--- config.mk ---
export PLATFORM = sky130hd
export DESIGN_NAME = fp16_sub_pipe_flat
export DESIGN_NICKNAME = d
export VERILOG_FILES = /design/src/rtl/fp16_pkg.sv /design/src/rtl/fp16_sub_pipe_if.sv /design/src/rtl/fp16_lzc.sv /design/src/rtl/fp16_sub_pipe.sv /design/src/flat_wrapper.sv
export SDC_FILE = /design/constraint.sdc
export NUM_CORES = 1
export LEC_CHECK = 0
export CAP_MARGIN = 5
export CORE_MARGIN = 2
export CORE_UTILIZATION = 55
export DETAILED_ROUTE_END_ITERATION = 16
export MAX_ROUTING_LAYER = met4
export PLACE_DENSITY_LB_ADDON = 0.3
export SETUP_SLACK_MARGIN = 0.05
export SKIP_CTS_REPAIR_TIMING = 1
export SYNTH_ARGS = -nofsm -noshare
export SYNTH_HDL_FRONTEND = slang
export SYNTH_HIERARCHICAL = 1
export SYNTH_SLANG_ARGS = --single-unit
export TNS_END_PERCENT = 30
--- constraint.sdc ---
create_clock -name clk -period 8.5 [get_ports clk]
set_input_delay 2.55 -clock clk [delete_from_list [all_inputs] [get_ports clk]]
set_output_delay 2.55 -clock clk [all_outputs]
set_load 0.02 [all_outputs]
--- src/rtl/fp16_pkg.sv ---
// fp16_pkg: shared binary16 definitions for the pipelined FP16 subtractor.
// Holds format constants, the packed binary16 view and the payload structs
// carried between the unpack/align, add/sub and normalize stages.
package fp16_pkg;

  localparam int FP16_EXP_W = 5;
  localparam int FP16_MAN_W = 10;
  localparam int FP16_BIAS  = 15;

  localparam logic [15:0] FP16_QNAN    = 16'h7E00;
  localparam logic [15:0] FP16_POS_INF = 16'h7C00;
  localparam logic [15:0] FP16_NEG_INF = 16'hFC00;

  // Largest biased exponent a finite value may carry.
  localparam logic [FP16_EXP_W-1:0] FP16_EXP_MAX = FP16_EXP_W'(2 * FP16_BIAS);

  typedef struct packed {
    logic                  sign;
    logic [FP16_EXP_W-1:0] exp;
    logic [FP16_MAN_W-1:0] man;
  } fp16_t;

  // Unpack/align -> add/sub. Significands are 14 bits: hidden bit at [13],
  // mantissa at [12:3], guard/round/sticky at [2:0].
  typedef struct packed {
    logic                  sign;
    logic                  eff_sub;
    logic [FP16_EXP_W-1:0] exp;
    logic [13:0]           sig_l;
    logic [13:0]           sig_s;
    logic                  is_nan;
    logic                  is_inf;
    logic                  zero_sign;
  } s1_t;

  // Add/sub -> normalize. Bit [14] of sum is the carry-out.
  typedef struct packed {
    logic                  sign;
    logic [FP16_EXP_W-1:0] exp;
    logic [14:0]           sum;
    logic                  is_nan;
    logic                  is_inf;
    logic                  zero_sign;
  } s2_t;

  // Normalize -> pack: sum plus the clamped left-shift amount.
  typedef struct packed {
    logic                  sign;
    logic [FP16_EXP_W-1:0] exp;
    logic [14:0]           sum;
    logic [3:0]            sh;
    logic                  is_zero;
    logic                  is_nan;
    logic                  is_inf;
    logic                  zero_sign;
  } s3_t;

endpackage

--- src/rtl/fp16_sub_pipe_if.sv ---
// fp16_sub_pipe_if: valid/ready stream bundle for the FP16 subtractor.
//   in_valid/in_ready/in_a/in_b    : operand stream (producer -> subtractor)
//   out_valid/out_ready/out_diff/out_nan : result stream (subtractor -> consumer)
// master = the environment around the block, slave = the subtractor itself.
interface fp16_sub_pipe_if;

  logic        in_valid;
  logic        in_ready;
  logic [15:0] in_a;
  logic [15:0] in_b;
  logic        out_valid;
  logic        out_ready;
  logic [15:0] out_diff;
  logic        out_nan;

  modport master (
    output in_valid, in_a, in_b, out_ready,
    input  in_ready, out_valid, out_diff, out_nan
  );

  modport slave (
    input  in_valid, in_a, in_b, out_ready,
    output in_ready, out_valid, out_diff, out_nan
  );

endinterface

--- src/rtl/fp16_lzc.sv ---
// fp16_lzc: combinational 15-bit leading-zero counter.
//   val_i  : value to scan, bit [14] first
//   cnt_o  : number of leading zeros (15 when val_i is zero)
//   zero_o : val_i is all zeros
module fp16_lzc (
  input  logic [14:0] val_i,
  output logic [3:0]  cnt_o,
  output logic        zero_o
);

  // Scanning upward lets the highest set bit make the final assignment.
  always_comb begin
    cnt_o = 4'd15;
    for (int i = 0; i <= 14; i++) begin
      if (val_i[i]) cnt_o = 4'(14 - i);
    end
  end

  assign zero_o = ~|val_i;

endmodule

--- src/rtl/fp16_sub_pipe.sv ---
// fp16_sub_pipe: pipelined binary16 subtractor, out_diff = in_a - in_b,
// round toward zero, one operation per clock, result 3 clocks after accept.
//   clk   : rising-edge clock
//   rst_n : synchronous active-low reset
//   bus   : slave side of fp16_sub_pipe_if (operand and result streams)
// Stages: unpack/align -> add/sub -> leading-zero/shift amount -> pack.
// A single enable stalls every stage when the result is not being taken.
module fp16_sub_pipe
  import fp16_pkg::*;
#(
  parameter bit FLUSH_SUBNORM = 1'b0
) (
  input logic           clk,
  input logic           rst_n,
  fp16_sub_pipe_if.slave bus
);

  logic        en;
  logic        s1_valid_q, s2_valid_q, s3_valid_q, out_valid_q;
  s1_t         s1_d, s1_q;
  s2_t         s2_d, s2_q;
  s3_t         s3_d, s3_q;
  logic [15:0] out_diff_d, out_diff_q;
  logic        out_nan_d, out_nan_q;

  assign en            = ~out_valid_q | bus.out_ready;
  assign bus.in_ready  = en;
  assign bus.out_valid = out_valid_q;
  assign bus.out_diff  = out_diff_q;
  assign bus.out_nan   = out_nan_q;

  // Stage 1: unpack, negate the subtrahend, order by magnitude, align.
  fp16_t       op_a, op_b;
  logic        nan_a, nan_b, inf_a, inf_b, a_big;
  logic [9:0]  man_a, man_b;
  logic [4:0]  exp_a, exp_b, exp_l, exp_s, exp_diff;
  logic [10:0] sig_a, sig_b, sig_l, sig_s;
  logic [27:0] align_wide;

  always_comb begin
    op_a      = fp16_t'(bus.in_a);
    op_b      = fp16_t'(bus.in_b);
    op_b.sign = ~op_b.sign;
    nan_a     = (&op_a.exp) & (|op_a.man);
    nan_b     = (&op_b.exp) & (|op_b.man);
    inf_a     = (&op_a.exp) & ~(|op_a.man);
    inf_b     = (&op_b.exp) & ~(|op_b.man);
    man_a     = (FLUSH_SUBNORM && op_a.exp == '0) ? '0 : op_a.man;
    man_b     = (FLUSH_SUBNORM && op_b.exp == '0) ? '0 : op_b.man;
    // Subnormals sit at effective exponent 1 with no hidden bit.
    sig_a     = {|op_a.exp, man_a};
    sig_b     = {|op_b.exp, man_b};
    exp_a     = (op_a.exp == '0) ? 5'd1 : op_a.exp;
    exp_b     = (op_b.exp == '0) ? 5'd1 : op_b.exp;
    a_big     = {exp_a, sig_a} >= {exp_b, sig_b};
    exp_l     = a_big ? exp_a : exp_b;
    exp_s     = a_big ? exp_b : exp_a;
    sig_l     = a_big ? sig_a : sig_b;
    sig_s     = a_big ? sig_b : sig_a;
    exp_diff  = exp_l - exp_s;
    // Bits shifted below the 14-bit window collapse into the sticky bit.
    align_wide = {sig_s, 3'b000, 14'b0} >> exp_diff;

    s1_d         = '0;
    s1_d.sign    = a_big ? op_a.sign : op_b.sign;
    s1_d.eff_sub = op_a.sign ^ op_b.sign;
    s1_d.exp     = exp_l;
    s1_d.sig_l   = {sig_l, 3'b000};
    if (exp_diff >= 5'd14) s1_d.sig_s = {13'b0, |sig_s};
    else s1_d.sig_s = {align_wide[27:15], align_wide[14] | (|align_wide[13:0])};
    s1_d.is_nan  = nan_a | nan_b | (inf_a & inf_b & (op_a.sign ^ op_b.sign));
    s1_d.is_inf  = inf_a | inf_b;
    if (inf_a) s1_d.sign = op_a.sign;
    else if (inf_b) s1_d.sign = op_b.sign;
    // An exact zero is negative only when both addends are negative zeros.
    s1_d.zero_sign = op_a.sign & op_b.sign;
  end

  // Stage 2: magnitude add or subtract; larger operand is always first.
  always_comb begin
    s2_d           = '0;
    s2_d.sign      = s1_q.sign;
    s2_d.exp       = s1_q.exp;
    s2_d.is_nan    = s1_q.is_nan;
    s2_d.is_inf    = s1_q.is_inf;
    s2_d.zero_sign = s1_q.zero_sign;
    s2_d.sum       = s1_q.eff_sub ? ({1'b0, s1_q.sig_l} - {1'b0, s1_q.sig_s})
                                  : ({1'b0, s1_q.sig_l} + {1'b0, s1_q.sig_s});
  end

  // Stage 3: left-shift amount, clamped so the exponent stays at least 1.
  logic [3:0] lz, lz_m1;
  logic       sum_zero;
  logic [4:0] exp_m1;

  fp16_lzc u_lzc (
    .val_i  (s2_q.sum),
    .cnt_o  (lz),
    .zero_o (sum_zero)
  );

  always_comb begin
    s3_d           = '0;
    s3_d.sign      = s2_q.sign;
    s3_d.exp       = s2_q.exp;
    s3_d.sum       = s2_q.sum;
    s3_d.is_zero   = sum_zero;
    s3_d.is_nan    = s2_q.is_nan;
    s3_d.is_inf    = s2_q.is_inf;
    s3_d.zero_sign = s2_q.zero_sign;
    // Bit [14] is the carry position, so the hidden bit needs lz-1 shifts.
    lz_m1          = lz - 4'd1;
    exp_m1         = s2_q.exp - 5'd1;
    if ({1'b0, lz_m1} < exp_m1) s3_d.sh = lz_m1;
    else s3_d.sh = exp_m1[3:0];
  end

  // Pack: specials first, then carry, normal and subnormal results.
  logic [14:0] norm_sum;
  logic [4:0]  norm_exp;
  logic        unused_bits;

  always_comb begin
    norm_sum   = s3_q.sum << s3_q.sh;
    norm_exp   = s3_q.exp - {1'b0, s3_q.sh};
    out_nan_d  = 1'b0;
    out_diff_d = '0;
    if (s3_q.is_nan) begin
      out_diff_d = FP16_QNAN;
      out_nan_d  = 1'b1;
    end else if (s3_q.is_inf) begin
      out_diff_d = s3_q.sign ? FP16_NEG_INF : FP16_POS_INF;
    end else if (s3_q.is_zero) begin
      out_diff_d = {s3_q.zero_sign, 15'b0};
    end else if (s3_q.sum[14]) begin
      // Truncation drops the bit shifted out, so sticky needs no tracking.
      if (s3_q.exp == FP16_EXP_MAX) out_diff_d = s3_q.sign ? FP16_NEG_INF : FP16_POS_INF;
      else out_diff_d = {s3_q.sign, s3_q.exp + 5'd1, s3_q.sum[13:4]};
    end else if (norm_sum[13]) begin
      out_diff_d = {s3_q.sign, norm_exp, norm_sum[12:3]};
    end else if (FLUSH_SUBNORM) begin
      out_diff_d = {s3_q.sign, 15'b0};
    end else begin
      out_diff_d = {s3_q.sign, 5'b0, norm_sum[12:3]};
    end
  end

  assign unused_bits = ^{norm_sum[14], norm_sum[2:0]};

  // Stage valids and the result register; reset discards in-flight work.
  always_ff @(posedge clk) begin
    if (!rst_n) begin
      s1_valid_q  <= 1'b0;
      s2_valid_q  <= 1'b0;
      s3_valid_q  <= 1'b0;
      out_valid_q <= 1'b0;
      out_diff_q  <= '0;
      out_nan_q   <= 1'b0;
    end else if (en) begin
      s1_valid_q  <= bus.in_valid;
      s2_valid_q  <= s1_valid_q;
      s3_valid_q  <= s2_valid_q;
      out_valid_q <= s3_valid_q;
      out_diff_q  <= out_diff_d;
      out_nan_q   <= out_nan_d;
    end
  end

  // Payload registers carry no reset; their valids qualify them.
  always_ff @(posedge clk) begin
    if (en) begin
      s1_q <= s1_d;
      s2_q <= s2_d;
      s3_q <= s3_d;
    end
  end

endmodule
--- src/flat_wrapper.sv ---
// flat-port wrapper written by rule: the top's interface ports become plain ports
module fp16_sub_pipe_flat import fp16_pkg::*;
#(
  parameter bit FLUSH_SUBNORM = 1'b0
)
  (clk, rst_n, bus_in_valid, bus_in_a, bus_in_b, bus_out_ready, bus_in_ready, bus_out_valid, bus_out_diff, bus_out_nan);
  fp16_sub_pipe_if bus_i ();
  input logic clk;
  input logic rst_n;
  input wire logic [$bits(bus_i.in_valid)-1:0] bus_in_valid;
  input wire logic [$bits(bus_i.in_a)-1:0] bus_in_a;
  input wire logic [$bits(bus_i.in_b)-1:0] bus_in_b;
  input wire logic [$bits(bus_i.out_ready)-1:0] bus_out_ready;
  output wire logic [$bits(bus_i.in_ready)-1:0] bus_in_ready;
  output wire logic [$bits(bus_i.out_valid)-1:0] bus_out_valid;
  output wire logic [$bits(bus_i.out_diff)-1:0] bus_out_diff;
  output wire logic [$bits(bus_i.out_nan)-1:0] bus_out_nan;
  assign bus_i.in_valid = bus_in_valid;
  assign bus_i.in_a = bus_in_a;
  assign bus_i.in_b = bus_in_b;
  assign bus_i.out_ready = bus_out_ready;
  assign bus_in_ready = bus_i.in_ready;
  assign bus_out_valid = bus_i.out_valid;
  assign bus_out_diff = bus_i.out_diff;
  assign bus_out_nan = bus_i.out_nan;
  fp16_sub_pipe #(.FLUSH_SUBNORM(FLUSH_SUBNORM)) u_core (.clk(clk), .rst_n(rst_n), .bus(bus_i));
endmodule
==> results.tsv <==
stage	metric	value	unit
timing	Total Negative Setup Slacks	0	ps
critical_path	critical path peak fanout	14	
critical_path	endpoint of the lowest-slack register-to-register path	u_core/s3_q[6]	
global_routing	via count of the first global-routing pass	5631	
timing	Final Setup Violations	0	
finish	count of inserted antenna diode cells	0	
placement	worst setup timing slack at the placement stage	280	ps
route	average wire length per cell after detail routing	17.6	um
hold_path	class of the tightest hold or removal check	flip-flop to flip-flop	
synth	Synth Area per Inst	9.87	um2
run_status	outcome	complete, no violations	
placement	dpl hpwl	13500	um
synth	distinct cell type count after synthesis	74	
floorplan	number of rows created at floorplan	42	
route	number of design-rule violations left by the first detailed-router iteration	717	
clocking	total CTS buffers	9	
synth	net count after synthesis	842	
pwr	peak supply drop	0.000131	V
floorplan	area of the core	0.0132	mm2
clocking	cell at the root of the clock tree	sky130_fd_sc_hd__clkbuf_16	
placement	placer's final routability congestion estimate	0.960	
critical_path	worst stage delay on the critical path	590	ps
timing	unrepaired setup endpoints after global routing	false	
clocking	count of clock tree sinks	109	
finish	area delta synth->final	13.6	%
global_routing	number of antenna violations at the first check in global routing	0	
finish	number of nets at the end of the flow	884	
synth	Yosys warning count	6	
clocking	later-pin clock latency in the skew report	350	ps
timing	slew at the pin closest to its max-slew limit	963	ps
timing	Layout Skew	9.73	ps
synth	gate count after technology mapping	752	
pwr	cell area power density	286	mW/mm2
clocking	Clock Path Buffers	2	
floorplan	vertical die dimension	120	um
synth	main flop type after synthesis	sky130_fd_sc_hd__edfxtp_1	
finish	filler cell count in the final layout	1071	
critical_path	CP bufs+invs	3	
floorplan	DIE WIDTH	120	um
route	DRT Pass-1 Iters	6	
critical_path	largest delay contributor family on the critical path	simple AND/OR/NAND/NOR gates	
critical_path	slack of the worst reg-to-reg path	5150	ps
critical_path	standard cell with the maximum stage delay on the critical path	sky130_fd_sc_hd__or4_1	
critical_path	ordered list of cells on the worst path	clkdlybuf4s50_1, or4_1, nor2_1, or2_2, inv_1, ha_1, nand4_1, or4_4, o32a_1, a21oi_1, a22oi_1, ha_1, or4_1, nand4_4, buf_4, mux2i_1, mux2i_1, a211o_1, nor4_1, a211oi_1	
flow_run	Max-cap violations	0	
timing	f_max	126	MHz
critical_path	reg2reg path depth	13	
timing	Slew headroom	35.2	%
synth	number of enable flip-flop cells after synthesis	88	
timing	portion of the clock cycle consumed by the worst path in the final layout	93.5	%
route	via count of the routed design	5894	
floorplan	I/O pin count	55	
timing	total count of hold-check failures in the final report	0	
timing	hold_ws	418	ps
critical_path	startpoint of the most critical register-to-register path	u_core/s2_q[11]	
hold_path	startpoint of the worst hold path	u_core/s2_q[1]	
clocking	H-tree levels	3	
synth	post-synthesis instance area	0.00742	mm2
synth	flip-flop and latch count after synthesis	109	
global_routing	total routing resource utilization after global routing	25.1	%
timing	minimum clock period after layout	7950	ps
global_routing	pin count of the biggest net entering global routing	54	
critical_path	nature of the critical path startpoint	primary input	
route	antenna-violating nets left	0	
global_routing	residual overflow from global routing	0	
timing	worst path setup slack after routing	551	ps
route	final routed DRC violation total	0	
finish	most common cell after layout, fill and taps aside	sky130_fd_sc_hd__edfxtp_1	
global_routing	global-route wire length before repair	27600	um
hold_path	Worst Hold Path EP	u_core/s3_q[1]	
finish	fraction of final layout cells with drive strength greater than 1	7.38	%
synth	register area share after synthesis	41.3	%
clocking	clock transition time at the flip-flop clock pins of the worst setup and hold paths	80	ps
timing	max-slew violation count	0	
floorplan	starting density of the core	56.3	%
critical_path	data required time at the worst endpoint	8580	ps
synth	proportion of register bits with asynchronous set or reset after synthesis	0	%
route	routed via count divided by cell count	6.05	
critical_path	Crit Path Category	primary input to flip-flop	
critical_path	Worst setup EP type	flip-flop	
hold_path	Min-Delay Path Depth	0	
placement	number of buffers inserted by port buffering	54	
clocking	CTS tree	done	
finish	most used cells in the layout excluding fill and tap cells	88 x sky130_fd_sc_hd__edfxtp_1, 62 x sky130_fd_sc_hd__inv_1, 61 x sky130_fd_sc_hd__nand2_1	
route	routed wire length	17200	um
pwr	Leakage	3.37	nW
floorplan	area of the die	0.0144	mm2
critical_path	Critical Path AT	8030	ps
==> area by class of cell <==
type                    instances  area [um2]  share of cell area [%]
multi-input cells             543        3960                    46.9
flip-flops and latches        109        3060                    36.3
repair buffers                 66         631                    7.48
inverters                      65         245                    2.91
clock buffers                   9         225                    2.67
well taps                     176         220                    2.61
clock inverters                 7        91.3                    1.08
==> flip-flops by register name (all words and copies together), names as in the netlist <==
signal and cells:
u_core/s2_valid_q 1, u_core/s3_q 29, u_core/bus.out_nan 1, u_core/s1_valid_q 1, u_core/s1_q 35, u_core/bus.out_diff 16
u_core/s2_q 24, u_core/bus.out_valid 1, u_core/s3_valid_q 1
==> where the power goes <==
part	leakage [nW]	total (mW)	internal, mW	switching, mW
Sequential	1.13	0.931	0.767	0.164
Combinational	2.09	1.06	0.488	0.572
Clock	0.152	0.423	0.212	0.211
Total	3.37	2.41	1.47	0.947
==> worst reg2reg max path: stages (launching register included) <==
cell,delay (ps)
sky130_fd_sc_hd__edfxtp_1,450
sky130_fd_sc_hd__or3_1,350
sky130_fd_sc_hd__or3_2,420
sky130_fd_sc_hd__o21ai_1,330
sky130_fd_sc_hd__inv_1,90
sky130_fd_sc_hd__ha_1,300
sky130_fd_sc_hd__inv_1,40
sky130_fd_sc_hd__ha_1,260
sky130_fd_sc_hd__a21boi_0,150
sky130_fd_sc_hd__o21ai_0,90
sky130_fd_sc_hd__nand2b_1,80
sky130_fd_sc_hd__a21oi_1,60
sky130_fd_sc_hd__nor2_1,350
sky130_fd_sc_hd__a21oi_1,140
==> how the worst max path moves through the flow <==
stage	from	to	slack, ps	depth (start not counted)
floorplan	bus_out_ready	bus_in_ready	310	4
global placement	bus_in_b[12]	u_core/s1_q[3]	450	20
detailed placement	bus_in_b[12]	u_core/s1_q[3]	280	20
CTS	bus_in_b[12]	u_core/s1_q[3]	640	20
global route	bus_in_b[12]	u_core/s1_q[3]	240	20
finish	bus_in_b[12]	u_core/s1_q[3]	550	20
==> through the flow <==
stage	area (um2)	instances	power (mW)	utilization (%)
CTS	8430	975	2.41	63.9
global placement	8120	959	1.96	61.5
detailed placement	8120	959	1.99	61.5
global route	8430	975	2.57	63.9
floorplan	7420	752	1.67	-
finish	8430	975	2.41	63.9
==> cells in the mapped netlist (all sizes together), types with 3 or more instances <==
library cell  instances  area [um2]
a22oi                13        97.6
a2111oi               4        41.3
mux4                 12         274
xor2                  8        70.1
a21boi                6        45.0
or4                   6        52.6
nand2                61         229
xnor2                15         131
mux2i                28         280
buf                  11        71.3
inv                  63         236
nand4                 6        58.8
a21oi                49         245
nand3                11        55.1
edfxtp               88        2640
o22ai                 6        37.5
nor2b                18         120
o21a                  5        37.5
a211oi                8        60.1
a21o                  6        45.0
nor4                 10        62.6
clkbuf               24        90.1
mux2                  5        60.1
a211o                 6        52.6
o21ai                54         270
nand2b               12        75.1
dfxtp                21         420
o21bai                4        30.0
nor2                 53         206
nor3                 20         100
and2                  7        43.8
a31oi                 8        50.1
o31ai                 6        45.0
and3                  3        18.8
a22o                  6        52.6
ha                   52         651
or3                   4        26.3
==> kinds of logic after synthesis <==
group | Yosys count | synth area share [%]
fa+ha+maj | 54 | 9.30
simple gates | 219 | 15.2
xor+xnor | 23 | 2.71
flops | 109 | 41.3
mux | 45 | 8.27
buf+inv | 100 | 5.46
compound gates | 202 | 17.8
==> per-layer routing <==
metal | GRT usage (%) | wire [um]
met1 | 27.9 | 6760
met2 | 45.0 | 8980
met3 | 2.83 | 736
met4 | 12.1 | 677
met5 | - | 0
(Power assumes the default switching activity.)
